### src/rtl/rr_buffer_pkg.sv
// Shared constants and helpers for the round-robin channel buffer.
package rr_buffer_pkg;

  // Ceiling log2 usable in constant expressions; clog2(1) = 0.
  function automatic int clog2(input int value);
    int result;
    int rem;
    result = 0;
    rem    = value - 1;
    while (rem > 0) begin
      result++;
      rem = rem >> 1;
    end
    return result;
  endfunction

  localparam int DATA_W_DEF = 35;
  localparam int DEPTH_DEF  = 8;
  localparam int PTR_W_DEF  = clog2(DEPTH_DEF);
  localparam int CNT_W_DEF  = clog2(DEPTH_DEF + 1);

endpackage

### src/rtl/rr_buffer_fifo.sv
// First-word-fall-through FIFO with occupancy and almost-full status.
// A push while full is dropped, even if a pop happens in the same cycle.
module rr_buffer_fifo
  import rr_buffer_pkg::*;
#(
  parameter  int DATA_W    = DATA_W_DEF,
  parameter  int DEPTH     = DEPTH_DEF,
  parameter  int AFULL_LVL = 6,
  localparam int PTR_W     = clog2(DEPTH),
  localparam int CNT_W     = clog2(DEPTH + 1)
) (
  input  logic              clk,
  input  logic              reset,
  input  logic              push,
  input  logic [DATA_W-1:0] push_data,
  output logic              full,
  input  logic              pop,
  output logic              out_valid,
  output logic [DATA_W-1:0] out_data,
  output logic [CNT_W-1:0]  count,
  output logic              almost_full
);

  logic [DATA_W-1:0] mem_q [DEPTH];
  logic [PTR_W-1:0]  wr_ptr_q, wr_ptr_d;
  logic [PTR_W-1:0]  rd_ptr_q, rd_ptr_d;
  logic [CNT_W-1:0]  count_q, count_d;
  logic              do_push, do_pop;

  assign full        = (count_q == CNT_W'(DEPTH));
  assign out_valid   = (count_q != '0);
  assign do_push     = push && !full;
  assign do_pop      = pop && out_valid;
  assign out_data    = mem_q[rd_ptr_q];
  assign count       = count_q;
  assign almost_full = (count_q >= CNT_W'(AFULL_LVL));

  // Next-state for pointers and occupancy.
  always_comb begin
    // NOTE: every output of this block gets a default first, so no path can infer a latch.
    wr_ptr_d = wr_ptr_q;
    rd_ptr_d = rd_ptr_q;
    count_d  = count_q;
    if (do_push) wr_ptr_d = wr_ptr_q + 1'b1;
    if (do_pop)  rd_ptr_d = rd_ptr_q + 1'b1;
    case ({do_push, do_pop})
      2'b10:   count_d = count_q + 1'b1;
      2'b01:   count_d = count_q - 1'b1;
      default: count_d = count_q;
    endcase
  end

  // Pointer and occupancy registers; reset empties the FIFO at once.
  always_ff @(posedge clk or negedge reset) begin
    // NOTE: sequential state uses non-blocking assignments so every register samples pre-edge values.
    if (!reset) begin
      wr_ptr_q <= '0;
      rd_ptr_q <= '0;
      count_q  <= '0;
    end else begin
      wr_ptr_q <= wr_ptr_d;
      rd_ptr_q <= rd_ptr_d;
      count_q  <= count_d;
    end
  end

  // Storage write.
  always_ff @(posedge clk) begin
    // NOTE: storage is not reset; count_q = 0 already marks every entry as invalid.
    if (do_push) mem_q[wr_ptr_q] <= push_data;
  end

endmodule

### src/rtl/rr_buffer.sv
// Round-robin arbiter merging NUM_CH valid/ready producers into one FIFO.
module rr_buffer
  import rr_buffer_pkg::*;
#(
  parameter  int NUM_CH    = 4,
  parameter  int DATA_W    = DATA_W_DEF,
  parameter  int DEPTH     = DEPTH_DEF,
  parameter  int AFULL_LVL = 6,
  localparam int CNT_W     = clog2(DEPTH + 1),
  localparam int GNT_W     = clog2(NUM_CH)
) (
  input  logic                     clk,
  input  logic                     reset,
  input  logic [NUM_CH-1:0]        in_valid,
  input  logic [NUM_CH*DATA_W-1:0] in_data,
  output logic [NUM_CH-1:0]        in_ready,
  output logic                     out_valid,
  output logic [DATA_W-1:0]        out_data,
  input  logic                     out_ready,
  output logic [CNT_W-1:0]         count,
  output logic                     almost_full
);

  logic [GNT_W-1:0]  last_grant_q, last_grant_d;
  logic [GNT_W-1:0]  grant_idx;
  logic [GNT_W-1:0]  cand;
  logic              grant_found;
  logic              full;
  logic              push;
  logic              pop;
  logic [DATA_W-1:0] push_data;

  // Scan upward from the channel after the last winner; first valid one wins.
  always_comb begin
    grant_idx   = '0;
    grant_found = 1'b0;
    cand        = '0;
    in_ready    = '0;
    if (reset && !full) begin
      for (int k = 1; k <= NUM_CH; k++) begin
        cand = GNT_W'((int'(last_grant_q) + k) % NUM_CH);
        if (!grant_found && in_valid[cand]) begin
          grant_found = 1'b1;
          grant_idx   = cand;
        end
      end
      if (grant_found) in_ready[grant_idx] = 1'b1;
    end
  end

  assign push      = |in_ready;
  assign push_data = in_data[int'(grant_idx)*DATA_W +: DATA_W];
  assign pop       = out_valid && out_ready;

  // The round-robin pointer moves only when a word is actually accepted.
  always_comb begin
    last_grant_d = last_grant_q;
    if (push) last_grant_d = grant_idx;
  end

  // Round-robin pointer register; after reset channel 0 has top priority.
  always_ff @(posedge clk or negedge reset) begin
    if (!reset) last_grant_q <= GNT_W'(NUM_CH - 1);
    else        last_grant_q <= last_grant_d;
  end

  rr_buffer_fifo #(
    .DATA_W    (DATA_W),
    .DEPTH     (DEPTH),
    .AFULL_LVL (AFULL_LVL)
  ) u_fifo (
    .clk         (clk),
    .reset       (reset),
    .push        (push),
    .push_data   (push_data),
    .full        (full),
    .pop         (pop),
    .out_valid   (out_valid),
    .out_data    (out_data),
    .count       (count),
    .almost_full (almost_full)
  );

endmodule

### config.mk
export PLATFORM = sky130hd
export DESIGN_NAME = rr_buffer
export DESIGN_NICKNAME = d
export VERILOG_FILES = /design/src/rtl/rr_buffer_pkg.sv /design/src/rtl/rr_buffer_fifo.sv /design/src/rtl/rr_buffer.sv
export SDC_FILE = /design/constraint.sdc
export NUM_CORES = 1
export LEC_CHECK = 0
export BUFFER_PORTS_ARGS = -buffer_cell sky130_fd_sc_hd__buf_4
export CAP_MARGIN = 15
export CORE_AREA = 4 4 199 201
export CTS_BUF_LIST = sky130_fd_sc_hd__clkbuf_2 sky130_fd_sc_hd__clkbuf_4 sky130_fd_sc_hd__clkbuf_8
export CTS_CLUSTER_DIAMETER = 100
export DETAILED_ROUTE_END_ITERATION = 8
export DIE_AREA = 0 0 203 205
export GPL_TIMING_DRIVEN = 0
export PLACE_DENSITY = 0.52
export SYNTH_ARGS = -nofsm -noshare
export SYNTH_HDL_FRONTEND = slang
export SYNTH_HIERARCHICAL = 1
export SYNTH_SLANG_ARGS = --single-unit
### constraint.sdc
create_clock -name clk -period 8.6 [get_ports clk]
set_input_delay 0.86 -clock clk [delete_from_list [all_inputs] [get_ports clk]]
set_output_delay 0.86 -clock clk [all_outputs]
set_load 0.01 [all_outputs]
Word-level counts from Yosys, hierarchy flattened
Memory sizes are Yosys's and may differ from the RTL's.
Cells that the tools add are included.
- flip-flop bits (word level): 12
- bits in writable memories: 280
- word-level logic and storage cells: 69
- memories: 1
- $add $sub $neg: 8
- multiply operators: 1
- order comparisons: 7
- eq/ne operators: 3
- shift-type cells: 1
- multiplexer cells: 29
- reduce and logical (&&, ||, !) cells: 15
- memory list (memory ; words ; bits a word ; rd ports ; clocked after Yosys merged registers in ; write ports ; RTL line ; text):
    u_fifo.mem_q ; 8 ; 35 ; 1 ; 0 ; 1 ; rr_buffer_fifo.sv:24 ; logic [DATA_W-1:0] mem_q [DEPTH];
- operators by type and width (kind ; count):
    indexed part select 140 x 9 -> 35 bit ; 1
    less-than comparator 2 x 3 -> 1 bit (second input constant) ; 5
    two-way mux 1 bit ; 15
    two-way mux 2 bit ; 6
    binary-select mux 1 bit (select 2 bit) ; 4
    logical AND 1 bit ; 8
    multiplier 2 x 6 -> 8 bit (second input constant) ; 1
    two-way mux 4 bit ; 2
    case mux 4 bit (2 select lines) ; 1
    adder 3 x 1 -> 3 bit (second input constant) ; 2
    adder 2 x 1 -> 2 bit (second input constant) ; 2
    adder 2 bit (second input constant) ; 2
    adder 4 x 1 -> 4 bit (second input constant) ; 1
    == test 4 bit (second input constant) ; 1
    >= comparator 4 x 3 -> 1 bit (second input constant) ; 1
    logical NOT 1 bit ; 4
    nonzero test 4 bit ; 1
    OR reduction 4 bit ; 1
    subtractor 4 x 1 -> 4 bit (second input constant) ; 1
    demux 1 bit (select 2 bit) ; 1
    == test 2 x 1 -> 1 bit (second input constant) ; 1
    == test 2 bit (second input constant) ; 1
    >= comparator 2 x 1 -> 1 bit (second input constant) ; 1
    nonzero test 2 bit ; 1

Longest topological paths before layout
Gate-level depths: netlist of run 1.
- word-level depth: 27
- gate-level depth with buffers: 11

Hierarchy
Netlist of run 1, hierarchy kept.
- by module, submodules not included (module ; times used ; cells each ; area each (µm²) ; seq. area each (µm²)):
    rr_buffer_fifo ; 1 ; 471 ; 11433.5 ; 8658.3
    rr_buffer ; 1 ; 187 ; 1691.6 ; 52.6

Worst setup path after synthesis of run 1
No wires, ideal clock.
- kind: input port to flip-flop
- start: input reset
- end: memory u_fifo/mem_q[1][0] (netlist bit), enable pin
- setup time: 0.471 ns
- data arrival time: 3.916 ns
- data required time: 8.129 ns
- setup slack: 4.213 ns
- cell stages on the path: 5
- path through: nor2b_1 o41ai_4 inv_1 nand3_1 nor3_1
- longest elaborated chain between the ends: 6
- RTL lines (item ; RTL line ; text):
    start, declared ; rr_buffer.sv:13 ; input logic reset,
    logical AND 1 bit ; rr_buffer.sv:39 ; if (reset && !full) begin
    two-way mux 4 bit ; rr_buffer.sv:39 ;
    OR reduction 4 bit ; rr_buffer.sv:51 ; assign push = |in_ready;
    via push ; rr_buffer.sv:29 ; logic push;
    logical AND 1 bit ; rr_buffer_fifo.sv:32 ; assign do_push = push && !full;
    two-way mux 1 bit ; rr_buffer_fifo.sv:70 ; if (do_push) mem_q[wr_ptr_q] <= push_data;
    two-way mux 1 bit (implied by the code) ; rr_buffer_fifo.sv:70 ;
    end, declared ; rr_buffer_fifo.sv:24 ;
The timed path passes the listed nets, and every way through them passes these cells.

Worst setup path in the final report of run 1
- start: register u_fifo.rd_ptr_q[1]
- end: output out_data[11]
- longest elaborated chain between the ends: 1
- RTL lines (item ; RTL line ; text):
    start, declared ; rr_buffer_fifo.sv:26 ; logic [PTR_W-1:0] rd_ptr_q, rd_ptr_d;
    start signal, assigned ; rr_buffer_fifo.sv:62 ; rd_ptr_q <= rd_ptr_d;
    memory (8 x 35 bit) ; - ;
    end, declared ; rr_buffer.sv:18 ; output logic [DATA_W-1:0] out_data,
No other way between the ends.

==> flow_summary.toml, run 1 <==
[run_status]
outcome = "completed"

[power]
pwr-share-clk = 0.211
p_sw_mw = 1.79
combPwrFrac = 0.410
power.internal_mw = 3.61
ir_drop_mv = 0.177
powerDensity_nw_per_um2 = 330
power_mw = 5.40
sw_frac_of_total = 0.331
p_leak_nw = 5.84
p_seq_frac = 0.379

[clock_tree]
insertion_delay_ns = 0.54
path_clk_slew_ns = 0.06
cts_tree = "yes"
cts_setup_buffers = 0
cts_made_buffers = 49
cts.sinks = 292
ctsResizeCount = 0
cts_hold_buf = 0
clock_path_buffers = 3
clockRootBuffer = "clkbuf_8"
htreeDepth = 2

[global_route]
grt_pass1_vias = 7742
grt_pass1_wl_um = 51500
grt_overflow = 0
gr-usage-all-layers = 0.169
antenna_found_initial = 1
grt_max_degree = 22

[logic_synthesis]
synth-seq-cells = 292
avgSynthCellArea_sq_um = 19.9
syn_inst = 658
yosys.cell_types.count = 42
synth_area_leader_cell = "edfxtp_1"
yosysSeqAreaShare = 0.664
synth.top_cell.area_share = 0.641
synth.area.top_cells = "edfxtp_1 (64%), mux4_1 (14%), mux2_2 (3.3%)"
syn_area_sq_um = 13100
async_flop_share = 0.0411
syn_nets = 811
synth_ff_type = "edfxtp_1"
ys_warn_count = 6
synth_edf_count = 280

[worst_setup_path]
cp.required_ns = 7.74
cpMaxStageDelayCell = "clkbuf_1"
arrival_ns = 2.84
critPathCaptureType = "output port"
startpoint = "u_fifo/rd_ptr_q[1]"
reg2reg_from = "u_fifo/count[0]"
worstSetupPathType = "register to output port"
crit_family = "buffers and inverters"
cp_num_buf_inv = 3
slowest_delay_ns = 0.66
critPathLaunchType = "register"
crit_top_cell = "clkbuf_1"
crit_fanout = 10
worstPathCellList = "clkbuf_1 > clkbuf_1 > mux4_1 > mux2_2 > buf_4"

[finish]
nets = 1068
nFillCells = 3379
syn_to_final_growth_pct = 24.7
n_antenna_cell = 0
drive_gt1_frac = 0.443

[detailed_routing]
postRouteAntennaNets = 0
via_per_inst = 5.03
wl_um = 35600
wl_per_cell_um = 24.5
dr.first_iter.drc_count = 478
drc = 0
vias = 7312
dr.pass1.iters = 5

[sta]
setup-tns-final_ns = 0
finalCritPeriodShare = 0.430
hold_violations = 0
rsz0062_at_grt = "false"
slew_viol_final = 0
finalCriticalPeriod_ns = 3.70
finClkSkew_ns = 0.0151
slew_headroom = 0.352
worst_pin_slew_ns = 0.967
setup_viol = 0
fmax_mhz = 271

[worst_hold_path]
hold_path.class = "input pin to async pin"

[placed_design]
place.gp.congestion = 0.739
port_buffers = 191
hpwl_um = 24000

[floorplanning]
coreArea_sq_um = 37600
die_h_um = 205
pin_count = 192
rows = 71
die-area_sq_um = 41600
die_width_um = 203
start_util = 0.349

[job]
drv_cap = 0
[cell usage in the layout, fill, tap and decap left out, types with 4 or more instances in the layout]
cell type,instances
a22oi_2,28
nor2_4,6
a21oi_2,33
edfxtp_1,280
nand2_1,7
ha_1,5
inv_1,7
a21oi_1,4
mux2i_1,37
a22oi_1,7
nand2b_1,37
nor2_1,5
mux4_1,70
clkbuf_4,18
clkbuf_8,49
xnor2_1,5
nand3_1,6
buf_2,5
buf_6,23
dfrtp_1,10
clkinv_1,11
clkbuf_1,11
buf_4,196
buf_12,6
mux2_2,38
[Yosys cell counts, types with 6 or more instances]
master / instances
a21oi_2: 33
a22oi_1: 7
a22oi_2: 28
buf_6: 14
clkbuf_1: 11
dfrtp_1: 10
edfxtp_1: 280
inv_1: 7
mux2_2: 38
mux2i_1: 37
mux4_1: 70
nand2_1: 7
nand2b_1: 37
nand3_1: 6
nor2_1: 11
[flip-flops by register name, indices dropped and copies added (netlist names)]
register         cells
u_fifo/rd_ptr_q      3
u_fifo/count         4
u_fifo/mem_q       280
last_grant_q         2
u_fifo/wr_ptr_q      3
[power groups by stage]
stage,Sequential (mW),Clock (mW),Combinational [mW]
after floorplan,2.06,0,1.32
after global placement,2.09,0,2.17
after detailed placement,2.07,0,2.25
after CTS,2.05,1.18,2.26
after global routing,2.07,1.25,2.37
final,2.04,1.14,2.21
[metal layers]
layer,routed length [um],global-route usage,vias to the layer above,part of all wire
met1,16200,0.241,3752,0.46
met4,619,0.0371,0,0.017
met5,0,0,-,0
met2,16800,0.269,230,0.47
met3,1930,0.0347,56,0.054
li1,-,-,3274,-
[layout make-up]
type / instances / area (sq um) / area share
timing repair buffer: 206 / 1660 / 0.101
tap: 511 / 639 / 0.0391
sequential: 292 / 8710 / 0.532
multi-input combinational: 319 / 4140 / 0.253
clock buffer: 67 / 810 / 0.0495
buffer: 40 / 303 / 0.0185
clock inverter: 13 / 78.8 / 0.00482
inverter: 7 / 26.3 / 0.00161
[logic make-up (layout without fill, tap and decap cells)]
logic type / count (synthesis) / count (layout) / share of synthesized area
AOI/OAI and AO/OA: 82 / 82 / 0.0638
xor gates and xnor gates: 6 / 6 / 0.00400
adders and majority gates: 6 / 6 / 0.00629
buffers and inverters: 47 / 333 / 0.0251
DFF: 292 / 292 / 0.664
muxes: 145 / 145 / 0.201
and+or+nand+nor: 80 / 80 / 0.0362
[through the flow]
step / area (sq um) / std cells / utilization / setup WS [ns] / hold WS (ns)
after detailed placement: 15500 / 1375 / 0.412 / 4.86 / 0.523
final: 16400 / 1455 / 0.435 / 4.90 / 0.161
after global routing: 16400 / 1455 / 0.435 / 4.76 / 0.141
after CTS: 16400 / 1455 / 0.435 / 4.87 / 0.125
after global placement: 15200 / 1360 / 0.404 / 0.895 / 0.516
after floorplan: 13100 / 658 / - / 4.21 / 0.485
[final timing paths]
check | endpoint | slack (ns) | cells after the start
worst max-delay path | out_data[11] | 4.90 | 5
worst min-delay path | u_fifo/wr_ptr_q[2] | 0.16 | 1
worst max register to register | u_fifo/count[3] | 5.23 | 11
worst min register to register | u_fifo/wr_ptr_q[0] | 0.52 | 1
max in group asynchronous | last_grant_q[0] | 8.19 | 1
min in group clk | u_fifo/wr_ptr_q[0] | 0.52 | 1
No activity file was read; power rests on OpenSTA's default activity.
==> inputs of run 2 (changes only) <==
==> constraint.sdc (replaced) <==
create_clock -name clk -period 3.78 [get_ports clk]
set_input_delay 0.378 -clock clk [delete_from_list [all_inputs] [get_ports clk]]
set_output_delay 0.378 -clock clk [all_outputs]
set_load 0.01 [all_outputs]
==> run 2 against run 1 <==
Effect of this change:
- via count down 1.2%
- core utilization is 0.18 points higher
- wire length is 1.3% lower
- non-clock buffer count down 3
- count of clock-buffer cells in the layout up 1
- setup slack lost 4.5 ns
- final cell count up 0.21%
- largest cell class unchanged
==> flow_summary.toml, run 2 (same netlist as run 1, synthesis figures left out) <==
[run_status]
outcome = "completed"

[detailed_routing]
via_per_inst = 4.96
drc = 0
wl_per_cell_um = 24.1
vias = 7225
postRouteAntennaNets = 0
wl_um = 35100
dr.first_iter.drc_count = 459
dr.pass1.iters = 4

[power]
p_leak_nw = 5.86
powerDensity_nw_per_um2 = 744
power_mw = 12.2
power.internal_mw = 8.18
p_sw_mw = 4.04
combPwrFrac = 0.411
p_seq_frac = 0.381
pwr-share-clk = 0.207
sw_frac_of_total = 0.331
ir_drop_mv = 0.330

[worst_setup_path]
cp.required_ns = 4.19
critPathCaptureType = "register"
crit_fanout = 9
critPathLaunchType = "register"
ff2ff_path_depth = 11
arrival_ns = 3.80
worstSetupPathType = "register to register"

[job]
drv_cap = 0

[global_route]
antenna_found_initial = 1
gr-usage-all-layers = 0.167
grt_pass1_wl_um = 51200
grt_overflow = 0
grt_pass1_vias = 7712
grt_max_degree = 22

[floorplanning]
start_util = 0.349
die-area_sq_um = 41600
die_h_um = 205
die_width_um = 203
rows = 71
pin_count = 192
coreArea_sq_um = 37600

[clock_tree]
clock_path_buffers = 3
path_clk_slew_ns = 0.06
htreeDepth = 2
cts_tree = "yes"
insertion_delay_ns = 0.54
cts_made_buffers = 48
clockRootBuffer = "clkbuf_8"
cts.sinks = 292

[sta]
slew_viol_final = 0
hold_violations = 0
worst_pin_slew_ns = 0.978
fmax_mhz = 295
rsz0062_at_grt = "false"
finClkSkew_ns = 0.0161
finalCritPeriodShare = 0.896
setup_viol = 0
finalCriticalPeriod_ns = 3.39
slew_headroom = 0.347

[placed_design]
hpwl_um = 23700
dp.cells = 1371
place.gp.congestion = 0.721
place_area_sq_um = 15500
port_buffers = 191

[finish]
nFillCells = 3314
final_common_cell = "edfxtp_1"
fin_cells = 1458
largest_register_ffs = 280
largest_register = "u_fifo/mem_q"
nets = 1064
drive_gt1_frac = 0.442
syn_to_final_growth_pct = 25.2
final_cell_mix = "edfxtp_1 (280), buf_4 (196), mux4_1 (70)"
final_area_sq_um = 16400

[worst_hold_path]
hold_path.class = "input pin to register"
whs_path_depth = 4
-- run 2: cell types whose count changed in the layout (fill, tap and decap cells not counted), sizes merged --
cell,delta
buf,-4
bufinv,-1
clkbuf,+1
clkinv,+4
clkinvlp,+1
diode,+1
dlygate4sd3,+1
-- run 2: power by group through the flow --
stage	Clock (mW)	Sequential, mW	Combinational (mW)
2_1_floorplan	0	4.68	3.02
3_3_place_gp	0	4.75	4.94
3_5_place_dp	0	4.73	5.13
4_1_cts	2.62	4.67	5.16
5_1_grt	2.79	4.71	5.41
6_report	2.54	4.66	5.02
-- run 2: metrics by stage --
stage	hold slack, ns	utilization	setup TNS [ns]	worst slack [ns]
floorplan	0.0824	-	0	0.486
global placement	0.240	0.405	-396.17	-1.53
detailed placement	0.237	0.413	0	0.413
CTS	0.154	0.437	0	0.387
global route	0.189	0.437	0	0.186
finish	0.181	0.437	0	0.393
-- run 2: path summary, 6_finish.rpt --
kind | start | to | slack [ns]
min in group asynchronous | reset | u_fifo/rd_ptr_q[0] | 0.21
max in group asynchronous | reset | last_grant_q[0] | 3.33
hold / removal | in_valid[2] | last_grant_q[0] | 0.18
setup reg to reg | u_fifo/count[0] | u_fifo/count[3] | 0.39
setup / recovery | u_fifo/count[0] | u_fifo/count[3] | 0.39
hold reg to reg | last_grant_q[0] | last_grant_q[0] | 0.54
-- run 2: layer usage --
layer,track usage,vias up,routed length [um],part of all wire
met4,0.0298,2,399,0.011
met3,0.0383,36,2250,0.064
met2,0.270,200,16600,0.47
met1,0.235,3713,15900,0.45
li1,-,3274,-,-
met5,0,-,13,0.00037
-- run 2: cell type report --
type,instances,area (sq um),area share
clock inverter,17,75.1,0.00457
inverter,7,26.3,0.00160
timing repair buffer,203,1700,0.104
antenna,1,2.50,0.000152
buffer,40,303,0.0184
multi-input combinational,319,4150,0.253
sequential,292,8710,0.530
tap,511,639,0.0389
clock buffer,68,817,0.0497
-- run 2: what timing repair did --
| item | in CTS | in global routing |
|---|---|---|
| resized for setup | 0 | 0 |
| hold endpoints to repair | 12 | 0 |
| buffers inserted | 0 | 0 |
| hold buffers | 1 | 0 |
-- run 2: worst max-delay path, stage by stage (launching register included) --
cell and delay (ns):
dfrtp_1 0.47, or4b_4 0.59, inv_1 0.07, nor2b_1 0.08, o41ai_4 0.10, inv_1 0.19, nand2_1 0.17, ha_1 0.34
ha_1 0.35, or4b_2 0.64, o311ai_0 0.13, o211ai_1 0.13
==> inputs of run 3 (changes only) <==
--- a/config.mk
+++ b/config.mk
@@ -7,13 +7,15 @@
 export LEC_CHECK = 0
 export BUFFER_PORTS_ARGS = -buffer_cell sky130_fd_sc_hd__buf_4
 export CAP_MARGIN = 15
+export CELL_PAD_IN_SITES_DETAIL_PLACEMENT = 0
+export CELL_PAD_IN_SITES_GLOBAL_PLACEMENT = 1
 export CORE_AREA = 4 4 199 201
 export CTS_BUF_LIST = sky130_fd_sc_hd__clkbuf_2 sky130_fd_sc_hd__clkbuf_4 sky130_fd_sc_hd__clkbuf_8
 export CTS_CLUSTER_DIAMETER = 100
 export DETAILED_ROUTE_END_ITERATION = 8
 export DIE_AREA = 0 0 203 205
 export GPL_TIMING_DRIVEN = 0
-export PLACE_DENSITY = 0.52
+export PLACE_DENSITY = 0.59
 export SYNTH_ARGS = -nofsm -noshare
 export SYNTH_HDL_FRONTEND = slang
 export SYNTH_HIERARCHICAL = 1
==> run 3 against run 2 <==
Effect of this change:
- final cell count is 0.27% higher
- first-iteration DRC count is 16% lower
- sequential cell count stayed put
- worst hold slack worse by 0.0014 ns
- design area is 0.25% higher
- combinational power is 0.8% higher
- wire length is 2.8% higher
- critical path depth stayed put
- setup slack worse by 0.0039 ns
- core utilization is 0.11 points higher
- critical path type unchanged
- critical endpoint unchanged
==> flow_summary.toml, run 3 (same netlist as run 1, synthesis figures left out) <==
[run_status]
outcome = "completed"

[job]
drv_cap = 0

[finish]
largest_register_ffs = 280
fin_cells = 1462
utilization = 0.438
nets = 1065
final_cell_mix = "edfxtp_1 (280), buf_4 (196), mux4_1 (70)"
final_common_cell = "edfxtp_1"
n_antenna_cell = 0
syn_to_final_growth_pct = 25.5
drive_gt1_frac = 0.444
largest_register = "u_fifo/mem_q"
nFillCells = 3339

[placed_design]
place.gp.congestion = 0.708
hpwl_um = 24300
dp.cells = 1371
port_buffers = 191
dp_slack_ns = 0.365

[floorplanning]
die_h_um = 205
die_width_um = 203
pin_count = 192
coreArea_sq_um = 37600
rows = 71
start_util = 0.349
die-area_sq_um = 41600

[worst_setup_path]
critPathLaunchType = "register"
arrival_ns = 3.81
critPathCaptureType = "register"
cp_num_buf_inv = 2
crit_fanout = 9
worstPathCellList = "or4b_4 > inv_1 > nor2b_1 > o41ai_4 > inv_1 > nand2_1 > ha_1 > ha_1 > or4b_2 > o311ai_0 > o211ai_1"
crit_family = "simple AND/OR/NAND/NOR gates"
cpMaxStageDelayCell = "or4b_2"
cp.required_ns = 4.20
worstSetupPathType = "register to register"
slowest_delay_ns = 0.64

[worst_hold_path]
hold_path.class = "input pin to register"

[detailed_routing]
dr.first_iter.drc_count = 387
via_per_inst = 4.99
drc = 0
wl_per_cell_um = 24.7
dr.pass1.iters = 4
vias = 7297
met1_length_um = 15800
wl_um = 36100
wl_met2_um = 17500
wl_met3_um = 2270
top_layer = "met4"
postRouteAntennaNets = 0

[power]
powerDensity_nw_per_um2 = 755
p_leak_nw = 5.89
ir_drop_mv = 0.407

[clock_tree]
cts_setup_buffers = 0
insertion_delay_ns = 0.55
cts_tree = "yes"
clock_path_buffers = 3
cts_made_buffers = 49
htreeDepth = 2
cts.sinks = 292
clockRootBuffer = "clkbuf_8"
path_clk_slew_ns = 0.06

[sta]
slew_headroom = 0.351
hold_violations = 0
worst_pin_slew_ns = 0.974
fmax_mhz = 295
finClkSkew_ns = 0.0221
rsz0062_at_grt = "false"
worst_slack_ns = 0.390
slew_viol_final = 0
finalCritPeriodShare = 0.897
setup_viol = 0
finalCriticalPeriod_ns = 3.39

[global_route]
grt_overflow = 0
antenna_found_initial = 1
grt_max_degree = 23
grt_pass1_wl_um = 52000
grt_pass1_vias = 7823
gr-usage-all-layers = 0.172
==> run 3: worst paths after layout <==
check / start / end / slack (ns) / cells after the start
min: in_valid[2] / last_grant_q[0] / 0.18 / 4
max: u_fifo/count[0] / u_fifo/count[3] / 0.39 / 11
max in group asynchronous: reset / last_grant_q[0] / 3.33 / 2
min reg2reg: u_fifo/wr_ptr_q[0] / u_fifo/wr_ptr_q[0] / 0.53 / 1
max reg2reg: u_fifo/count[0] / u_fifo/count[3] / 0.39 / 11
min in group asynchronous: reset / u_fifo/count[0] / 0.21 / 2
==> run 3: metal layers <==
metal	up-vias	GRT usage
met5	-	0
met4	0	0.0434
met3	48	0.0396
met2	248	0.288
met1	3710	0.230
li1	3291	-
==> run 3: through the flow <==
stage | setup TNS, ns | cell area, sq um | total power, mW | hold WS, ns
6_report | 0 | 16500 | 12.4 | 0.180
5_1_grt | 0 | 16500 | 13.1 | 0.184
4_1_cts | 0 | 16500 | 12.7 | 0.141
3_5_place_dp | 0 | 15500 | 9.91 | 0.242
3_3_place_gp | -393.59 | 15200 | 9.74 | 0.243
2_1_floorplan | 0 | 13100 | 7.70 | 0.0824
==> run 3: timing repair <==
action                                  in CTS  in global routing
gates resized for setup                      0                  0
endpoints found under the hold margin       12                  0
endpoints found under the setup margin       0                  0
hold buffers                                 1                  0
==> run 3: tightest hold or removal path, delay by kind of cell <==
kind | cells | cell delay, ns
AO/OA/AOI/OAI | 1 | 0.10
buffers and inverters | 1 | 0.11
AND/OR/NAND/NOR | 2 | 0.14
==> run 3: area by class of cell <==
| class | instances | area (sq um) | share of cell area |
|---|---|---|---|
| Timing Repair Buffer | 203 | 1680 | 0.102 |
| Clock inverter | 25 | 169 | 0.0103 |
| Clock buffer | 65 | 795 | 0.0482 |
| Sequential cell | 292 | 8710 | 0.529 |
| Inverter | 7 | 26.3 | 0.00160 |
| Tap cell | 511 | 639 | 0.0388 |
| Buffer | 40 | 303 | 0.0184 |
| Multi-Input combinational cell | 319 | 4150 | 0.252 |
==> run 3: power by group <==
group	internal [mW]	switching (mW)	leakage, nW	total (mW)
sequential	4.48	0.174	2.68	4.66
clock	1.51	1.21	0.511	2.72
combinational	2.30	2.75	2.70	5.06
total	8.30	4.14	5.89	12.4
